**src/rtl/pulse_width_decoder_if.sv**
```systemverilog
// Pulse-width decoder bus: the raw pulse line in, the decoded result out.
// The decoder takes the master side; whoever drives pin and consumes results takes the slave side.
interface pulse_width_decoder_if;
   logic       pin;
   logic [8:0] width;
   logic       valid;
   logic       err;
   logic       busy;

   modport master (
      input  pin,
      output width,
      output valid,
      output err,
      output busy
   );

   modport slave (
      output pin,
      input  width,
      input  valid,
      input  err,
      input  busy
   );
endinterface

```
**src/rtl/pulse_width_decoder.sv**
```systemverilog
// Measures the high time of an asynchronous pulse line in divider ticks and reports it
// as a 9-bit width with a one-cycle valid strobe; pulses past 511 ticks flag err.
module pulse_width_decoder #(
   parameter int DIV_WIDTH = 15,
   parameter int DIV_COUNT = 5207,
   parameter int MIN_TICKS = 4
) (
   input logic                   sysclk,
   input logic                   rst_n,
   pulse_width_decoder_if.master bus
);

   localparam logic [DIV_WIDTH-1:0] DIV_LAST = DIV_WIDTH'(DIV_COUNT);
   localparam logic [8:0]           MIN_CNT  = 9'(MIN_TICKS);
   localparam logic [8:0]           CNT_MAX  = 9'd511;

   typedef enum logic [1:0] {
      IDLE,
      MEASURE,
      OVERRUN
   } state_t;

   state_t               state;
   state_t               state_nxt;
   logic                 sync_a;
   logic                 sync_b;
   logic                 pin_prev;
   logic                 rise;
   logic [DIV_WIDTH-1:0] div;
   logic [DIV_WIDTH-1:0] div_cur;
   logic                 tick;
   logic [8:0]           count;
   logic [8:0]           count_nxt;
   logic [8:0]           width_q;
   logic [8:0]           width_nxt;
   logic                 err_q;
   logic                 err_nxt;
   logic                 valid_q;
   logic                 valid_nxt;

   // Reset to 1 so a line already high when reset releases never looks like a start edge.
   always_ff @(posedge sysclk or negedge rst_n) begin
      if (!rst_n) begin
         sync_a   <= 1'b1;
         sync_b   <= 1'b1;
         pin_prev <= 1'b1;
      end else begin
         sync_a   <= bus.pin;
         sync_b   <= sync_a;
         pin_prev <= sync_b;
      end
   end

   assign rise = sync_b & ~pin_prev;

   // The divider reads 0 in the start-edge cycle itself, so N full tick periods of high
   // level produce exactly N ticks before the falling edge is seen.
   assign div_cur = rise ? '0 : div;
   assign tick    = (div_cur == DIV_LAST);

   always_ff @(posedge sysclk or negedge rst_n) begin
      if (!rst_n) begin
         div <= '0;
      end else if (tick) begin
         div <= '0;
      end else begin
         div <= div_cur + DIV_WIDTH'(1);
      end
   end

   always_ff @(posedge sysclk or negedge rst_n) begin
      if (!rst_n) begin
         state   <= IDLE;
         count   <= 9'd0;
         width_q <= 9'd0;
         err_q   <= 1'b0;
         valid_q <= 1'b0;
      end else begin
         state   <= state_nxt;
         count   <= count_nxt;
         width_q <= width_nxt;
         err_q   <= err_nxt;
         valid_q <= valid_nxt;
      end
   end

   // A low line is checked before the tick, so a coinciding tick is never counted.
   always_comb begin
      state_nxt = state;
      count_nxt = count;
      width_nxt = width_q;
      err_nxt   = err_q;
      valid_nxt = 1'b0;
      case (state)
         IDLE: begin
            if (rise) begin
               state_nxt = MEASURE;
               count_nxt = 9'd0;
            end
         end
         MEASURE: begin
            if (!sync_b) begin
               state_nxt = IDLE;
               if (count >= MIN_CNT) begin
                  width_nxt = count;
                  err_nxt   = 1'b0;
                  valid_nxt = 1'b1;
               end
            end else if (tick) begin
               if (count == CNT_MAX) begin
                  state_nxt = OVERRUN;
               end else begin
                  count_nxt = count + 9'd1;
               end
            end
         end
         OVERRUN: begin
            if (!sync_b) begin
               state_nxt = IDLE;
               width_nxt = CNT_MAX;
               err_nxt   = 1'b1;
               valid_nxt = 1'b1;
            end
         end
         default: begin
            state_nxt = IDLE;
         end
      endcase
   end

   assign bus.width = width_q;
   assign bus.err   = err_q;
   assign bus.valid = valid_q;
   assign bus.busy  = (state != IDLE);

endmodule
```
**src/flat_wrapper.sv**
```systemverilog
// flat-port wrapper written by rule: the top's interface ports become plain ports
module pulse_width_decoder_flat 
#(
   parameter int DIV_WIDTH = 15,
   parameter int DIV_COUNT = 5207,
   parameter int MIN_TICKS = 4
)
  (sysclk, rst_n, bus_pin, bus_width, bus_valid, bus_err, bus_busy);
  pulse_width_decoder_if bus_i ();
  input logic sysclk;
  input logic rst_n;
  input wire logic [$bits(bus_i.pin)-1:0] bus_pin;
  output wire logic [$bits(bus_i.width)-1:0] bus_width;
  output wire logic [$bits(bus_i.valid)-1:0] bus_valid;
  output wire logic [$bits(bus_i.err)-1:0] bus_err;
  output wire logic [$bits(bus_i.busy)-1:0] bus_busy;
  assign bus_i.pin = bus_pin;
  assign bus_width = bus_i.width;
  assign bus_valid = bus_i.valid;
  assign bus_err = bus_i.err;
  assign bus_busy = bus_i.busy;
  pulse_width_decoder #(.DIV_WIDTH(DIV_WIDTH), .DIV_COUNT(DIV_COUNT), .MIN_TICKS(MIN_TICKS)) u_core (.sysclk(sysclk), .rst_n(rst_n), .bus(bus_i));
endmodule
```
**config.mk**
```make
export PLATFORM = sky130hd
export DESIGN_NAME = pulse_width_decoder_flat
export DESIGN_NICKNAME = d
export VERILOG_FILES = /design/src/rtl/pulse_width_decoder_if.sv /design/src/rtl/pulse_width_decoder.sv /design/src/flat_wrapper.sv
export SDC_FILE = /design/constraint.sdc
export NUM_CORES = 1
export LEC_CHECK = 0
export CORE_MARGIN = 3
export CORE_UTILIZATION = 52
export CTS_CLUSTER_SIZE = 25
export DETAILED_ROUTE_END_ITERATION = 12
export PLACE_DENSITY = 0.75
export SLEW_MARGIN = 20
export SYNTH_ARGS = -nofsm -noshare
export SYNTH_HDL_FRONTEND = slang
export SYNTH_SLANG_ARGS = --single-unit
```
**constraint.sdc**
```tcl
create_clock -name sysclk -period 2.69 [get_ports sysclk]
set_clock_uncertainty 0.05 [all_clocks]
set_input_delay 0.4035 -clock sysclk [delete_from_list [all_inputs] [get_ports sysclk]]
set_output_delay 0.4035 -clock sysclk [all_outputs]
set_load 0.05 [all_outputs]
```
Word level (Yosys, flattened, before mapping)
Cells that the tools add are included.

operators by class
  order comparisons = 1
  reductions and logical operators = 7
  bitwise gates (word level) = 2
  eq/ne operators = 13
  add/sub/neg operators = 2
  multiplexer cells = 25

operators by type and width
  kind                   count
  $mux 9                 7
  $pmux 9 s2             2
  $mux 15                2
  $add 15x1->15 const B  1
  $eq 15x13->1 const B   1
  $mux 2                 5
  $add 9x1->9 const B    1
  $eq 9x9->1 const B     1
  $ge 9x3->1 const B     1
  $ne 2x1->1 const B     4
  $reduce_and 4->1       2
  $mux 1                 6
  $ne 2x2->1 const B     3
  $ne 3x3->1 const B     2
  $pmux 2 s3             1
  $reduce_bool 2->1      3
  $reduce_and 5->1       1
  $pmux 1 s2             2
  $eq 2x1->1 const B     1
  $eq 2x2->1 const B     1
  $logic_not 2->1        1
  $and 1x1->1            1
  $not 1->1              1

storage, ports and cells
  flip-flop bits (word level) = 40
  logic and storage cells = 59
  output and inout port bits = 12
  bits of input ports = 3

Depth between registers and ports, before layout
  depth after elaboration = 7
  depth in mapped cells = 9
  gate-level depth less buffers = 8

Least setup slack after synthesis
No wires, ideal clock.

  path kind = flip-flop to flip-flop
  start = register u_core.pin_prev
  end = register u_core.count[4]
  clock period less this slack = 2.508 ns
  path buffers = 1
  path slack = 0.182 ns
  library setup time = 0.124 ns
  data arrival time = 2.334 ns
  data required time = 2.516 ns
  stages on the path, launching flop included = 9
  cell sequence = dfstp_2 nand2b_1 and2_1 ha_1 nand2_1 or4_1 buf_2 o311a_1 a211o_1

between the ends
  cells in the longest elaborated chain, start to end = 6
  elaborated cells on any way between the ends = 7
  classes of those cells = eq/ne (3); mux (1); bitwise (2); reduce/logical (1)

RTL lines
  item                          line                       text
  start: declaration            pulse_width_decoder.sv:27  logic pin_prev;
  start signal: assignment      pulse_width_decoder.sv:50  pin_prev <= sync_b;
  $not 1->1 *                   pulse_width_decoder.sv:54  assign rise = sync_b & ~pin_prev;
  $and 1x1->1 *                 pulse_width_decoder.sv:54
  $mux 15                       pulse_width_decoder.sv:58  assign div_cur = rise ? '0 : div;
  $eq 15x13->1                  pulse_width_decoder.sv:59  assign tick = (div_cur == DIV_LAST);
  $ne 2x1->1 (no line)          -
  $reduce_and 5->1 (no line) *  -
  end signal: assignment        pulse_width_decoder.sv:80  count <= count_nxt;
  end: declaration              pulse_width_decoder.sv:32  logic [8:0] count;

Mark *: on every way between the ends. The rest lies on a longest branch, timed or not.
A chain may end at the register's enable or synchronous reset.

Worst setup path in the final report
Same ends and word-level chain as after synthesis.

==> out/metrics.sh <==
SYNTH.TOP_CELLS.BY_AREA='sky130_fd_sc_hd__dfrtp_1 44%, sky130_fd_sc_hd__nor2_1 7.2%, sky130_fd_sc_hd__ha_1 4.2%'
DIE_H_UM=69.4
TIMING.HOLD.WORST.CLASS='input port to async pin'
CTS_BUFFER_DEPTH=2
CTS_SETUP_BUFFERS=0
NETLIST.AREA_LEADER.SHARE=0.442
CP_SLOWEST_STAGE_DELAY_NS=0.55
POST-SYNTH-TOP-AREA-CELL='sky130_fd_sc_hd__dfrtp_1'
NUM_ANTENNA_CELLS=0
CLOCKROOTBUFFER='sky130_fd_sc_hd__clkbuf_8'
CRITICAL_PATH_CLASS='register to register'
SYNTH_SEQ_CELLS=40
POWER_DENSITY_mW_PER_MM2=814
FINALWEIGHTEDCONGESTION=0.879
ROUTED_VIA_DENSITY=5.64
SYNTHTOPCELLSBYCOUNT='40 x sky130_fd_sc_hd__nor2_1, 37 x sky130_fd_sc_hd__dfrtp_1, 17 x sky130_fd_sc_hd__nand2_1'
DP_HPWL_UM=2800
TIMING.CRITICAL_PATH.ARRIVAL_NS=2.58
SYNTH.MOST_COMMON_CELL='sky130_fd_sc_hd__nor2_1'
DRT.ANTENNA.VIOLATING_NETS=0
SYNTHCELLS=219
RSZ0062_AT_GRT='false'
REPORT.FINAL.SLEW_VIOL_COUNT=0
FINALNETCOUNT=248
TIMING.CRITICAL_PATH.TO_TYPE='register'
TOTALWIRELENGTH_UM=3950
LEAKAGE_nW=1.00
COREAREA_MM2=0.00377
KIND_OF_START_POINT_OF_THE_CRITICAL_PATH='register'
WORSTPATHCELLLIST='nand2b_1 > and2_1 > ha_1 > nand2_1 > or4_4 > o311a_1 > a211o_1'
POST_ROUTE_CELLS_DRIVE_ABOVE_1_SHARE=0.100
VIA_COUNT_OF_THE_FIRST_GLOBAL_ROUTING_PASS=1604
SYNTH_ENABLE_FLOP_CELLS=0
DIE_WIDTH_UM=69.4
INITIAL_UTILIZATION=0.555
DRC_ERRORS=0
ASYNC_RESET_FF_FRAC=1.00
CRITPATHSLOWESTCELL='sky130_fd_sc_hd__dfstp_2'
CTS_TREE='yes'
CLOCK-SINKS=40
DRT-PASS1-ITER-COUNT=4
PATH_MAX_FANOUT=8
HOLDBUFCOUNTCTS=0
POST_ROUTE_NON_FILLER_STANDARD_CELL_COUNT=287
DOMINANTREGCELLSYNTH='sky130_fd_sc_hd__dfrtp_1'
HTREE_LEVELS=2
FINAL.PERIOD_UTILIZATION=0.912
SYN_AVG_CELL_AREA_UM2=9.56
FINAL_PERIOD_MINUS_WORST_SETUP_SLACK_NS=2.45
IOS=15
GROUTE.USAGE.OVERALL=0.183
CLK_TRANSITION_REPORTED_PATHS_NS=0.07
FINALSETUPVIOLCOUNT=0
POST-PLACE-CELLS=279
FINALHOLDVIOLATIONS=0
CTS_BUFFERS=5
DETAIL_ROUTE.WL_PER_CELL_UM=13.8
PORT_BUFFERS=14
ROWS=22
ROUTED-VIA-COUNT=1620
YOSYS_WARNINGS=0
GRT_ANTENNA_BEFORE_REPAIR=0
SOURCE_TO_SINK_CLOCK_DELAY_AT_THE_LATER_PIN_OF_THE_WORST_SKEW_PAIR_NS=0.28
REQUIRED_NS=2.81
GRT_START_MAX_NET_PINS=41
SEQ_AREA_FRAC_SYNTH=0.480
DIE_AREA_MM2=0.00482
MAX-VDD-IR-DROP_uV=427
DRT_ITER0_DRC=148
RUN_STATUS='finished clean'
GRT_PASS1_WL_UM=7120
SYNTHTOLAYOUTAREAGROWTH_PCT=13.9
TIGHTESTPINTRANSITION_NS=1.04
POST_SYNTHESIS_NET_COUNT=229
MAX-CAP-VIOLATIONS=0
SETUP_TNS_NS=0
GLOBALROUTE.TOTALOVERFLOW=0
SYNTH.LIB_CELLS_USED.DISTINCT=47
SYNTHESIS.AREA_MM2=0.00209
CLOCK.FMAX_MHz=407
MAX-SLEW-MARGIN-REL=0.304
## sequential cells by signal, indices dropped and copies added, names as in the netlist
| signal | flops |
|---|---|
| u_core.bus.width | 9 |
| u_core.bus.err | 1 |
| u_core.count | 9 |
| u_core.sync_a | 1 |
| u_core.state | 2 |
| u_core.pin_prev | 1 |
| u_core.sync_b | 1 |
| u_core.bus.valid | 1 |
| u_core.div | 15 |
## where the power goes
| part | internal (mW) | switching (mW) | leakage, nW | total (mW) |
|---|---|---|---|---|
| clock | 0.209 | 0.187 | 0.0455 | 0.396 |
| combinational | 0.257 | 0.511 | 0.435 | 0.769 |
| sequential | 0.710 | 0.0667 | 0.521 | 0.777 |
## metal layers
metal / track usage / wire length, um / up-vias
met5: 0 / 0 / -
met4: 0.0629 / 60 / 0
met3: 0.0507 / 198 / 8
met2: 0.281 / 1800 / 39
met1: 0.250 / 1900 / 768
li1: - / - / 805
## metrics by stage
| stage | utilization | power (mW) | setup WS (ns) | instance area [um2] | hold slack, ns |
|---|---|---|---|---|---|
| after floorplan | - | 1.32 | 0.182 | 2090 | 0.0579 |
| after global placement | 0.607 | 1.55 | 0.205 | 2290 | 0.297 |
| after detailed placement | 0.607 | 1.56 | 0.150 | 2290 | 0.297 |
| after CTS | 0.631 | 1.97 | 0.128 | 2380 | 0.213 |
| after global routing | 0.632 | 2.06 | 0.0732 | 2380 | 0.247 |
| final | 0.632 | 1.94 | 0.235 | 2380 | 0.186 |
## final cells by class
| cell class | count | area (um2) |
|---|---|---|
| inverter | 9 | 33.8 |
| timing repair buffer | 19 | 173 |
| clock buffer | 8 | 90.1 |
| fill | 313 | 1390 |
| tap | 48 | 60.1 |
| sequential | 40 | 1000 |
| multi-input combinational | 163 | 1020 |
## repair_timing
action	in CTS	in global routing
endpoints found under the hold margin	0	0
gates resized for setup	0	1
setup endpoints to repair	0	1
## kinds of logic (layout without fill, tap and decap cells)
kind of cell	count (synthesis)	in the layout	synth area share
buf+inv	16	36	0.0353
xor+xnor	12	12	0.0502
flops	40	40	0.480
fa+ha+maj	7	7	0.0418
simple gates	107	107	0.273
compound gates	36	36	0.115
mux	1	1	0.00478
## placed cells by master (no fill, tap or decap), drive strengths merged, types with 3 or more instances in the layout
cell type | synthesis | layout
dfstp | 3 | 3
xnor2 | 8 | 8
nand4 | 5 | 5
dfrtp | 37 | 37
nand2 | 17 | 17
a21oi | 15 | 15
o21ai | 5 | 5
xor2 | 4 | 4
nand3 | 11 | 11
o311ai | 4 | 4
clkbuf | 3 | 8
buf | 4 | 6
nor2 | 40 | 40
nor3 | 4 | 4
inv | 9 | 9
nand2b | 3 | 3
clkdlybuf4s50 | 0 | 13
nor4 | 7 | 7
and2 | 5 | 5
ha | 7 | 7
## worst paths after layout
check                                           from                              end  slack [ns]  cells after the start
max                        u_core.pin_prev$_DFF_PN1_      u_core.count[4]$_DFFE_PN0P_        0.24                      7
min                                            rst_n  u_core.bus.width[2]$_DFFE_PN0P_        0.19                      1
max reg2reg                u_core.pin_prev$_DFF_PN1_      u_core.count[4]$_DFFE_PN0P_        0.24                      7
min reg2reg                  u_core.sync_a$_DFF_PN1_          u_core.sync_b$_DFF_PN1_        0.31                      0
max in group asynchronous                      rst_n          u_core.div[7]$_DFF_PN0_        1.86                      1
min in group sysclk          u_core.sync_a$_DFF_PN1_          u_core.sync_b$_DFF_PN1_        0.31                      0
## worst max-delay path, delay by kind of cell, from the launching register on
kind	cells	cell delay, ns
simple gates	4	0.95
flops	1	0.55
fa+ha+maj	1	0.20
compound gates	2	0.61
No activity file was read; power rests on OpenSTA's default activity.
==> variant 1, RTL diff (same flow settings) <==
Change the localparam `CNT_MAX` from 9'd511 to 9'd256.
--- a/src/rtl/pulse_width_decoder.sv
+++ b/src/rtl/pulse_width_decoder.sv
@@ -12,7 +12,7 @@
 
    localparam logic [DIV_WIDTH-1:0] DIV_LAST = DIV_WIDTH'(DIV_COUNT);
    localparam logic [8:0]           MIN_CNT  = 9'(MIN_TICKS);
-   localparam logic [8:0]           CNT_MAX  = 9'd511;
+   localparam logic [8:0]           CNT_MAX  = 9'd256;
 
    typedef enum logic [1:0] {
       IDLE,
Behaviour: same outputs for any inputs over 10 cycles, from zero or initial values and one cycle with rst_n low; that may be too few to reach the edited logic, so the function may still have changed.
==> variant 1 against the original RTL <==
Die area up 0.71%. Global-route usage up 0.93 points. Fmax down 3.5%. Worst setup slack worse by 90 ps. Wire length up 4.0%. Area after synthesis up 0.78%. Sequential cell count unchanged. Final area up 1.6%. Critical path type unchanged.
Power is not compared: it rests on default switching activity, and its combinational part moved more than twofold at a synthesized area within 25%.
==> variant 1: results (changes against the original RTL) <==
| Metric | Value |
|---|---|
| I/O Buffers | `14 (unchanged)` |
| # nets final | `255 (+2.8%)` |
| R2R depth | `9 (+2)` |
| Portion of netlist area occupied by mux cells | `0.949% (+0.47 points)` |
| Arr. time, crit path | `2720 ps (+140 ps)` |
| Max FO, Critical Path | `7 (-1)` |
| Compound-Gate Fraction of Synth Area | `12.6% (+1.1 points)` |
| Worst-Skew Late Latency | `300 ps (+20 ps)` |
| All-layer global routing usage | `19.2% (+0.93 points)` |
| Via count | `1642 (+1.4%)` |
| Count leader, synth | `dfrtp_1` |
| Vias in the first global route | `1593 (-0.69%)` |
| Drt pass-1 iters | `5 (+1)` |
| First-pass GRT wire length | `7490 µm (+5.2%)` |
| Fill cells | `322 (+2.9%)` |
| Synth unique cells | `43 (-8.5%)` |
| Final wirelength | `4110 µm (+4.0%)` |
| Relative slew margins | `40.2% (+9.8 points)` |
| Synth Area in XOR/XNOR | `4.15% (-0.87 points)` |
| Hold Worst Slack | `165 ps (-21.1 ps)` |
| Synth top cells by count | `dfrtp_1 (37), nor2_1 (23), nand2_1 (20), inv_1 (16), o21ai_0 (16)` |
| Synth Net Count | `237 (+3.5%)` |
| FMAX | `0.393 GHz (-3.5%)` |
| Worst reg2reg endpoint | `u_core.count[8]` |
| Gpl congestion | `0.863 (-1.8%)` |
| Status | `finished, final reports clean` |
| Synth Area in Adders | `3.56% (-0.63 points)` |
| Drt initial violations | `84 (-43%)` |
| Post-DP HPWL | `2840 µm (+1.3%)` |
| Dpl ws | `99.5 ps (-50.2 ps)` |
| Synth area leaders | `dfrtp_1 (44%), nor2_1 (4.1%), o21ai_0 (3.8%), dfstp_2 (3.7%), ha_1 (3.6%)` |
| Reg2Reg Setup Slack | `150 ps (-90 ps)` |
| Fraction of layout cells with a size suffix above 1 | `10.9% (+0.89 points)` |
[variant 1: critical path, cell delays in order (launching register included)]
cell	delay, ps
dfstp_2	540
inv_1	50
nand2_2	110
and2_1	160
ha_1	170
or4b_4	480
nor3_4	160
nand2_2	120
or4_1	530
nand3_1	100
[variant 1: worst max-delay path by stage]
stage	cells past startpoint	startpoint	endpoint
final	9	u_core.pin_prev	u_core.count[8]
after global routing	9	u_core.pin_prev	u_core.count[5]
after CTS	9	u_core.pin_prev	u_core.count[8]
after detailed placement	9	u_core.pin_prev	u_core.count[8]
after global placement	9	u_core.pin_prev	u_core.count[8]
after floorplan	9	u_core.pin_prev	u_core.count[8]
[variant 1: what timing repair did]
item,in CTS,in global routing
gates resized for setup,0,1
endpoints found under the setup margin,0,4
setup buffers,0,4
[variant 1: kinds of logic (layout without fill, tap and decap cells)]
logic type	Yosys count	in the layout
flip-flops	40	40
buffers and inverters	28	47
adder cells (fa/ha/maj)	6	6
AND/OR/NAND/NOR	98	98
multiplexers	2	2
XOR/XNOR	10	10
AO/OA/AOI/OAI	44	44
[variant 1: power breakdown]
| group | internal, mW | switching, mW | leakage (nW) |
|---|---|---|---|
| combinational | 0.128 | 0.230 | 0.428 |
| sequential | 0.646 | 0.0363 | 0.538 |
| clock | 0.208 | 0.204 | 0.0445 |
[variant 1: per-stage QoR]
stage               utilization, %  total power, mW  area (µm²)  std cells
floorplan                        -            0.943        2110        228
global placement              60.9             1.05        2300        283
detailed placement            60.9             1.05        2300        283
CTS                           63.4             1.47        2390        291
global route                  64.3             1.55        2420        295
finish                        64.3             1.45        2420        295
[variant 1: final cells by class]
type	instances	area, µm²	share of cell area [%]
clock buffers	7	86.3	3.56
inverters	16	60.1	2.48
multi-input cells	160	1000	41.4
repair buffers	23	203	8.36
well taps	48	60.1	2.48
flip-flops and latches	40	1000	41.5
clock inverters	1	7.51	0.310
[variant 1: routing by layer]
metal  GRT usage [%]  share of wire, %  vias to the layer above
li1                -                 -                      836
met1            27.0                48                      770
met2            29.2                45                       29
met3            5.22               5.2                        7
met4            5.74               1.6                        0
met5               0                 0                        -
==> variant 2, RTL diff (same flow settings) <==
Without the edit above. Re-encode `state_t` (3 states) as one-hot, 3 bits wide.
--- a/src/rtl/pulse_width_decoder.sv
+++ b/src/rtl/pulse_width_decoder.sv
@@ -14,10 +14,10 @@
    localparam logic [8:0]           MIN_CNT  = 9'(MIN_TICKS);
    localparam logic [8:0]           CNT_MAX  = 9'd511;
 
-   typedef enum logic [1:0] {
-      IDLE,
-      MEASURE,
-      OVERRUN
+   typedef enum logic [2:0] {
+      IDLE    = 3'b001,
+      MEASURE = 3'b010,
+      OVERRUN = 3'b100
    } state_t;
 
    state_t               state;
Function: same outputs for any inputs over 10 cycles, from zero or initial values and one cycle with rst_n low; not proved beyond that.
==> variant 2 against the original RTL <==
First-iteration DRC count fell by 32%. Area after synthesis is 0.48% higher. Hold slack better by 5.5 ps. Global-route usage rose by 0.49 points. Via count shrank 2.4%. Non-clock buffer count is 3 lower. Final area down 0.73%. Wire length increased by 6.5%. Worst setup slack lost 66 ps. Sequential cell count grew 1. Count of clock-buffer cells in the layout is the same.
Power is not compared: it rests on default switching activity, and its combinational part moved more than twofold at a synthesized area within 25%.
==> variant 2: results (changes against the original RTL) <==
| Metric | Value |
|---|---|
| TritonCTS buffer count | `5 (unchanged)` |
| Type of the tightest min-delay check | `in -> async` |
| R2R depth | `8 (+1)` |
| Worst reg2reg endpoint | `u_core.count[7]` |
| Fill cells | `303 (-3.2%)` |
| CP peak stage delay | `710 ps (+160 ps)` |
| Reg2Reg Setup Slack | `280 ps (+40 ps)` |
| Ys async rst share | `100% (unchanged)` |
| Synth area leaders | `dfrtp_1 (44%), dfstp_2 (5.0%), xor2_1 (4.2%), nand2_1 (4.1%), nor2_1 (3.6%)` |
| Arr. time, crit path | `2070 ps (-510 ps)` |
| Reg with most FFs | `u_core.div` |
| Sequential cell area fraction in the yosys report | `49.0% (+1.0 points)` |
| Max FO, Critical Path | `8 (unchanged)` |
| Synth unique cells | `50 (+6.4%)` |
| Status | `finished, final reports clean` |
| First-pass GRT wire length | `7370 µm (+3.5%)` |
| Fraction of layout cells with a size suffix above 1 | `11.8% (+1.7 points)` |
| Synth top cells by count | `dfrtp_1 (37), nand2_1 (23), nor2_1 (20), nand3_1 (11), xor2_1 (10)` |
| Post-DP HPWL | `2950 µm (+5.4%)` |
| I/O Buffers | `14 (unchanged)` |
| Initial antenna violation count | `0 (unchanged)` |
| Clk pin slew, worst setup/hold paths | `70 ps (about the same)` |
| WL/cell | `15.2 µm (+10%)` |
| All-layer global routing usage | `18.8% (+0.49 points)` |
| Largest net degree at the start of global routing | `42 (+2.4%)` |
| H-tree depth | `2 (unchanged)` |
| FF-to-FF Start | `u_core.count[2]` |
| Vias per std cell | `5.71 (+1.1%)` |
| Gpl congestion | `0.863 (-1.8%)` |
| Top Family by Delay on Critical Path | `buffers and inverters` |
| VDD IR-drop max | `343 µV` |
| Synthesis warning total | `0 (unchanged)` |
| Dpl ws | `288 ps (+139 ps)` |
| # nets final | `235 (-5.2%)` |
| Drt initial violations | `101 (-32%)` |
| Root Driver | `clkbuf_8` |
| CP max-delay cell | `clkdlybuf4s50_1` |
| Bufs on Longest Clock Path | `2 (unchanged)` |
| Vias in the first global route | `1505 (-6.2%)` |
| Synth Net Count | `215 (-6.1%)` |
| Largest register FFs | `15 (unchanged)` |
| Worst-margin pin slew | `894 ps (-148 ps)` |
| Leakage | `1.02 nW` |
## variant 2: routing by layer
metal  vias up  track usage, %  wire length [µm]
met4         0            5.21                43
li1        776               -                 -
met2        27            27.8              1910
met1       773            27.6              2110
met3         5            4.35               138
met5         -               0                 0
## variant 2: worst max-delay path by stage
stage / startpoint / endpoint / slack, ps / cells after the start
after floorplan: u_core.pin_prev / u_core.count[3] / 410 / 8
after global placement: u_core.count[2] / u_core.count[7] / 400 / 8
after CTS: u_core.state[0] / bus_busy / 160 / 2
after global routing: u_core.count[2] / u_core.count[7] / 80 / 8
after detailed placement: u_core.count[2] / u_core.count[7] / 290 / 8
final: u_core.state[0] / bus_busy / 170 / 2
## variant 2: where the power goes
| group | switching (mW) | leakage [nW] | internal, mW |
|---|---|---|---|
| registers | 0.0409 | 0.551 | 0.649 |
| clock network | 0.198 | 0.0395 | 0.184 |
| logic | 0.0679 | 0.430 | 0.0534 |
| total | 0.306 | 1.02 | 0.887 |
## variant 2: final cells by class
type,instances,share of cell area [%]
clock buffer,8,3.38
inverter,8,1.48
multi-input combinational,156,42.7
sequential,41,43.6
tap,48,2.54
timing repair buffer,16,6.34
## variant 2: stage by stage
step	area, µm²	power [mW]	hold WS, ps	util [%]	std cells
finish	2370	1.19	191	62.8	277
global route	2370	1.25	257	62.8	277
CTS	2370	1.21	217	62.8	277
detailed placement	2290	0.821	303	60.7	269
global placement	2290	0.818	299	60.7	269
floorplan	2100	0.780	57.9	-	208
## variant 2: logic make-up (layout without fill, tap and decap cells)
family / count (synthesis) / in the layout / share of synthesized area (%)
mux: 6 / 6 / 2.86
xor+xnor: 13 / 13 / 5.41
buf+inv: 11 / 32 / 2.91
compound gates: 32 / 32 / 10.7
simple gates: 101 / 101 / 26.7
fa+ha+maj: 4 / 4 / 2.38
flops: 41 / 41 / 49.0
